`src/rtl/demux1hot3_buf.sv`:
```
// demux1hot3_buf: single-entry buffer routing each beat to one of three outputs by one-hot select.
// Illegal selects are discarded, flagged on a sticky err and counted in a saturating drop_cnt.
module demux1hot3_buf #(
  parameter int WIDTH = 1
) (
  input  logic             clk,
  input  logic             rst_n,
  input  logic [WIDTH-1:0] in_data,
  input  logic [2:0]       in_sel,
  input  logic             in_valid,
  output logic             in_ready,
  output logic [WIDTH-1:0] out_data,
  output logic [2:0]       out_valid,
  input  logic [2:0]       out_ready,
  output logic             err,
  input  logic             err_clr,
  output logic [7:0]       drop_cnt
);
  logic [WIDTH-1:0] r_buf_data;
  logic [2:0]       r_buf_sel;
  logic             r_full;
  logic             r_err;
  logic [7:0]       r_drop_cnt;
  logic             w_drain;
  logic             w_accept;
  logic             w_legal;
  logic             w_load;
  logic             w_drop;
  always_comb begin
    w_drain  = r_full & |(r_buf_sel & out_ready);
    in_ready = ~r_full | w_drain;
    w_accept = in_valid & in_ready;
    w_legal  = (in_sel == 3'b001) | (in_sel == 3'b010) | (in_sel == 3'b100);
    w_load   = w_accept & w_legal;
    w_drop   = w_accept & ~w_legal;
    out_valid = r_full ? r_buf_sel : 3'b000;
    out_data  = r_buf_data;
    err       = r_err;
    drop_cnt  = r_drop_cnt;
  end
  // a dropped beat leaves full to the drain term, so a drain in the same cycle still empties the buffer
  always_ff @(posedge clk or negedge rst_n) begin
    if (!rst_n) begin
      r_buf_data <= '0;
      r_buf_sel  <= '0;
      r_full     <= 1'b0;
      r_err      <= 1'b0;
      r_drop_cnt <= '0;
    end else begin
      if (w_load) begin
        r_buf_data <= in_data;
        r_buf_sel  <= in_sel;
      end
      r_full <= w_load ? 1'b1 : (w_drain ? 1'b0 : r_full);
      r_err  <= w_drop ? 1'b1 : (err_clr ? 1'b0 : r_err);
      if (w_drop && r_drop_cnt != 8'hff) r_drop_cnt <= r_drop_cnt + 8'd1;
    end
  end
endmodule

```
`config.mk`:
```
export PLATFORM = sky130hd
export DESIGN_NAME = demux1hot3_buf
export DESIGN_NICKNAME = d
export VERILOG_FILES = /design/src/rtl/demux1hot3_buf.sv
export SDC_FILE = /design/constraint.sdc
export NUM_CORES = 1
export LEC_CHECK = 0
export CAP_MARGIN = 20
export CORE_AREA = 2 2 45 47
export DETAILED_ROUTE_END_ITERATION = 10
export DIE_AREA = 0 0 47 49
export PLACE_DENSITY = 0.82
export SLEW_MARGIN = 20
export SYNTH_ARGS = -nofsm -noshare
export SYNTH_HDL_FRONTEND = slang
export SYNTH_SLANG_ARGS = --single-unit
```
`constraint.sdc`:
```
create_clock -name clk -period 2.2 [get_ports clk]
set_clock_uncertainty 0.2 [all_clocks]
set_input_delay 0.44 -clock clk [delete_from_list [all_inputs] [get_ports clk]]
set_output_delay 0.44 -clock clk [all_outputs]
set_load 0.005 [all_outputs]
```
==> Yosys cells after proc, flatten, opt, wreduce, memory -nomap -nowiden <==
Index checks and enable logic that the tools add are counted.
W data, S select, Z words.
{ "totals": {"register_bits": 14, "out_inout_bits": 14} }
{ "op_classes": {"addsub": 1, "n_eq_ne": 4, "n_mux": 5, "bitwise": 10, "n_reduce_logical": 4} }
{ "op_table": {"columns": ["cell", "n"], "rows": [
  ["$add A8 B1 Y8 const B", 1],
  ["$ne A8 B8 Y1 const B", 1],
  ["$and A1 B1 Y1", 4],
  ["$mux W1", 4],
  ["$reduce_bool A2 Y1", 2],
  ["$and A3 B3 Y3", 1],
  ["$eq A3 B1 Y1 const B", 1],
  ["$eq A3 B2 Y1 const B", 1],
  ["$eq A3 B3 Y1 const B", 1],
  ["$mux W3", 1],
  ["$or A1 B1 Y1", 3],
  ["$reduce_or A3 Y1", 1],
  ["$not A1 Y1", 2],
  ["$logic_and A1 B1 Y1", 1]
]} }

==> Logic depth before layout (Yosys ltp) <==
{ "depth": {"depth_word": 7, "depth_mapped": 5} }

==> Worst setup path before layout <==
No wires, ideal clock.
{ "synth_timing": {"kind": "in2reg", "start": "input port out_ready[1]", "end": "register r_drop_cnt[6] (netlist: drop_cnt[6])", "setup_ns": 0.128, "arrival_ns": 1.495, "t_required_ns": 1.872, "slack_ns": 0.378, "path_stages": 5, "n_path_buf": 1, "cell_sequence": "a22oi_1 a31o_1 buf_2 nor4_1 mux2_1"} }
{ "synth_via": {"elab_chain_cells": 7} }
{ "synth_lines": {"columns": ["element", "line_no", "rtl"], "rows": [
  ["from (decl)", "14", "input logic [2:0] out_ready,"],
  ["$and A3 B3 Y3", "30", "w_drain = r_full & |(r_buf_sel & out_ready);"],
  ["$reduce_or A3 Y1", "30", null],
  ["$and A1 B1 Y1", "30", null],
  ["$or A1 B1 Y1", "31", "in_ready = ~r_full | w_drain;"],
  ["$and A1 B1 Y1", "32", "w_accept = in_valid & in_ready;"],
  ["$and A1 B1 Y1", "35", "w_drop = w_accept & ~w_legal;"],
  ["$logic_and A1 B1 Y1", "56", "if (w_drop && r_drop_cnt != 8'hff) r_drop_cnt <= r_drop_cnt + 8'd1;"],
  ["to (signal assigned)", "56", null],
  ["to (decl)", "23", "logic [7:0] r_drop_cnt;"]
]} }
Every way passes these cells.
A chain may end at the register's enable or synchronous reset.

==> Worst setup path in the final report <==
{ "layout_timing": {"start": "input port out_ready[1]", "end": "output port in_ready"} }
{ "layout_via": {"elab_chain_cells": 4} }
{ "layout_lines": {"columns": ["element", "line_no", "rtl"], "rows": [
  ["$and A3 B3 Y3", "30", null],
  ["$reduce_or A3 Y1", "30", null],
  ["$and A1 B1 Y1", "30", null],
  ["$or A1 B1 Y1", "31", null],
  ["to (decl)", "11", "output logic in_ready,"]
]} }
Every way passes these cells.

==> summary.txt <==
Worst-case clock buffer depth -> 2
Register bit total from synthesis -> 14
Root Driver -> clkbuf_4
Placed Cells -> 124
Layout overhead on the synthesized area -> 52.3%
DRC violation count after routing -> 0
First-pass GRT wire length -> 2790 um
Status -> finished clean
Count of different cell masters after synthesis -> 26
Layout Nets -> 114
Most common cell in the synthesized netlist -> dfrtp_1
Final antenna-violating net count -> 0
Count of clock tree sinks -> 14
Port Buffers -> 24
Post-synth ARST share -> 100%
IR Drop Worst-Case VDD -> 0.425 mV
Cells resized by post-CTS repair -> 2
Final standard cell count with taps included and fillers excluded -> 128
Leak Pwr -> 0.480 nW
Tightest hold margin -> 0.298 ns
Classification of the worst setup path -> input pin to output pin
Die X-Extent -> 47 um
Worst Path Max Fanout -> 2
Tightest Pin Transition -> 0.641 ns
Net switching power figure -> 0.350 mW
Slew Limit Fails -> 0
Instance area at placement -> 1080 sq um
Sequential fraction of the synthesis area -> 47.7%
Overall Global Routing Usage -> 16.7%
Initial cell density of the core -> 39.9%
Top post-synthesis cells by area -> dfrtp_1, mux2_1, xor2_1
Setup repair after global routing missed its margin -> false
Top flip-flop cell by instance count after synthesis -> dfrtp_1
Combinational group share of total power -> 40.1%
Sw Share -> 32.3%
Synthesized area per cell -> 11.5 sq um
Hold worst-path end -> out_data$_DFFE_PN0P_
Final instance area -> 1120 sq um
Layout cell share with drive strength beyond 1 -> 18.8%
Ports -> 25
H-tree levels -> 1
Fraction of the cycle the final worst path needs -> 95.3%
Final global-route overflow total -> 0
Endpoint of the worst-slack reg-to-reg timing path -> drop_cnt[1]$_DFFE_PN0P_
Power Dens Cells -> 969 nW/um^2
Number of antenna violations at the first check in global routing -> 0
Hold path startpoint -> out_data$_DFFE_PN0P_
Clock Pin Slew Worst Setup and Hold Paths -> 0.08 ns
Routed len/inst -> 12.6 um
Number of vias per cell after detailed routing -> 4.96
Number of max-cap violations -> 0
Total via count in the routed design -> 635
Maximum number of pins on one net before global-route repair -> 15
Yosys top cell by area -> dfrtp_1
Post-layout minimum cycle time -> 2.10 ns
Arrival time worst endpoint -> 1.46 ns
Mapped Cells -> 64
DR pass1 iterations -> 4
Headroom to the max-slew limit -> 57.2%
Synthesized Nets -> 76
Vertical extent of the die -> 49 um
Reg-to-reg startpoint -> drop_cnt[3]$_DFFE_PN0P_
WL final -> 1610 um
Required @ worst endpoint -> 1.56 ns
Critical Path End Type -> output pin
Cell-internal power -> 0.735 mW
Total clock buffers created by CTS -> 3
Worst hold-check path type -> flop to flop
Endpoints failing setup -> 0
Reg2Reg Depth -> 4
Hold bufs inserted after CTS -> 0
Seq pwr share -> 42.9%
Synth warn -> 0
Clock power frac -> 17.0%
Final RePlAce weighted congestion -> 0.826
Max Fclk -> 477 MHz
Area inside the core boundary -> 1840 sq um
Number of enable flip-flop cells after synthesis -> 0
Drt first-iter violations -> 9
Diode count -> 0
TritonCTS clock tree -> done
Final Hold Fails -> 0
R2r setup slk -> 0.36 ns
Post-detail-place hpwl -> 1220 um
Placement Rows -> 16
Share of the synthesized area in the top cell type -> 47.7%
Summed instance area of the synthesized netlist -> 734 sq um
Total setup buffers inserted after CTS -> 0
Clock latency of the later-clocked register in the worst-skew pair -> 0.28 ns
Final Power -> 1.08 mW
Top cells by instance count after synthesis -> dfrtp_1, mux2_1, nand2_1, xor2_1
Hold path depth -> 1
Number of global-route vias before repair -> 655
Crit start category -> input pin
Floorplan die area -> 2300 sq um
-- metal layers --
| metal | global-route usage (%) | vias to the layer above | share of wire (%) |
|---|---|---|---|
| met5 | 0 | - | 0 |
| met2 | 27.4 | 34 | 51 |
| met3 | 2.22 | 4 | 7.6 |
| met1 | 22.0 | 289 | 40 |
| met4 | 5.56 | 0 | 0.87 |
| li1 | - | 308 | - |
-- critical path, stage by stage --
cell	delay (ns)
clkdlybuf4s50_1	0.41
a22oi_2	0.21
nand3_1	0.12
dlygate4sd2_1	0.28
-- area by class of cell --
cell class                      count  area, sq um
Inverter                            3         11.3
Sequential cell                    14          350
Clock buffer                        4         36.3
Fill cell                         163          723
Tap cell                           27         33.8
Timing Repair Buffer               34          314
Multi-Input combinational cell     46          373
-- how the worst max path moves through the flow --
stage / start / to / slack [ns] / depth (start not counted)
global placement: out_ready[1] / drop_cnt[6]$_DFFE_PN0P_ / -0.09 / 5
finish: out_ready[1] / in_ready / 0.10 / 4
global route: out_ready[1] / in_ready / 0.04 / 4
CTS: out_ready[1] / in_ready / 0.10 / 4
floorplan: out_ready[1] / drop_cnt[6]$_DFFE_PN0P_ / 0.38 / 5
detailed placement: out_ready[1] / drop_cnt[6]$_DFFE_PN0P_ / -0.12 / 5
-- through the flow --
| stage | setup TNS (ns) | utilization (%) | setup slack (ns) |
|---|---|---|---|
| 6_report | 0 | 60.7 | 0.104 |
| 4_1_cts | 0 | 60.7 | 0.103 |
| 5_1_grt | 0 | 60.7 | 0.0351 |
| 3_5_place_dp | -0.597 | 58.6 | -0.118 |
| 2_1_floorplan | 0 | - | 0.378 |
| 3_3_place_gp | -0.307 | 58.6 | -0.0936 |
-- sequential cells by signal, summed over array words and instances (netlist names) --
register and cells:
drop_cnt 8, r_buf_sel 3, r_full 1, err 1, out_data 1
-- kinds of logic after synthesis --
logic type / synth area share [%]
adders and majority gates: 1.70
muxes: 9.20
and+or+nand+nor: 22.7
AOI/OAI and AO/OA: 9.37
buffers and inverters: 2.21
DFF: 47.7
xor gates and xnor gates: 7.15
-- power by group through the flow --
stage | combinational (mW) | sequential, mW | clock, mW
2_1_floorplan | 0.172 | 0.451 | 0
3_3_place_gp | 0.425 | 0.459 | 0
3_5_place_dp | 0.439 | 0.466 | 0
4_1_cts | 0.443 | 0.465 | 0.188
5_1_grt | 0.483 | 0.487 | 0.204
6_report | 0.435 | 0.465 | 0.184
-- placed cells by master (no fill, tap or decap) --
master | netlist | final
a31oi_1 | 1 | 1
clkdlybuf4s50_1 | 0 | 23
and3_1 | 1 | 1
nor3_1 | 1 | 1
and4_1 | 2 | 2
a21o_1 | 1 | 1
nand3_4 | 1 | 1
nand2b_1 | 2 | 2
nand2_1 | 5 | 5
nor4_1 | 4 | 4
mux2_1 | 6 | 6
nor4b_2 | 1 | 1
xnor2_1 | 1 | 1
o21ai_0 | 1 | 1
o31ai_1 | 1 | 1
xor2_1 | 5 | 5
a22oi_2 | 0 | 1
o22ai_1 | 1 | 1
ha_1 | 1 | 1
dlygate4sd2_1 | 0 | 1
nand3_1 | 4 | 4
nor3_2 | 1 | 1
and2_1 | 3 | 3
dfrtp_1 | 14 | 14
buf_4 | 0 | 10
inv_1 | 3 | 3
clkbuf_8 | 0 | 1
o22ai_4 | 1 | 1
clkbuf_4 | 0 | 3
a31o_1 | 1 | 1
No activity file was read; power rests on OpenSTA's default activity.
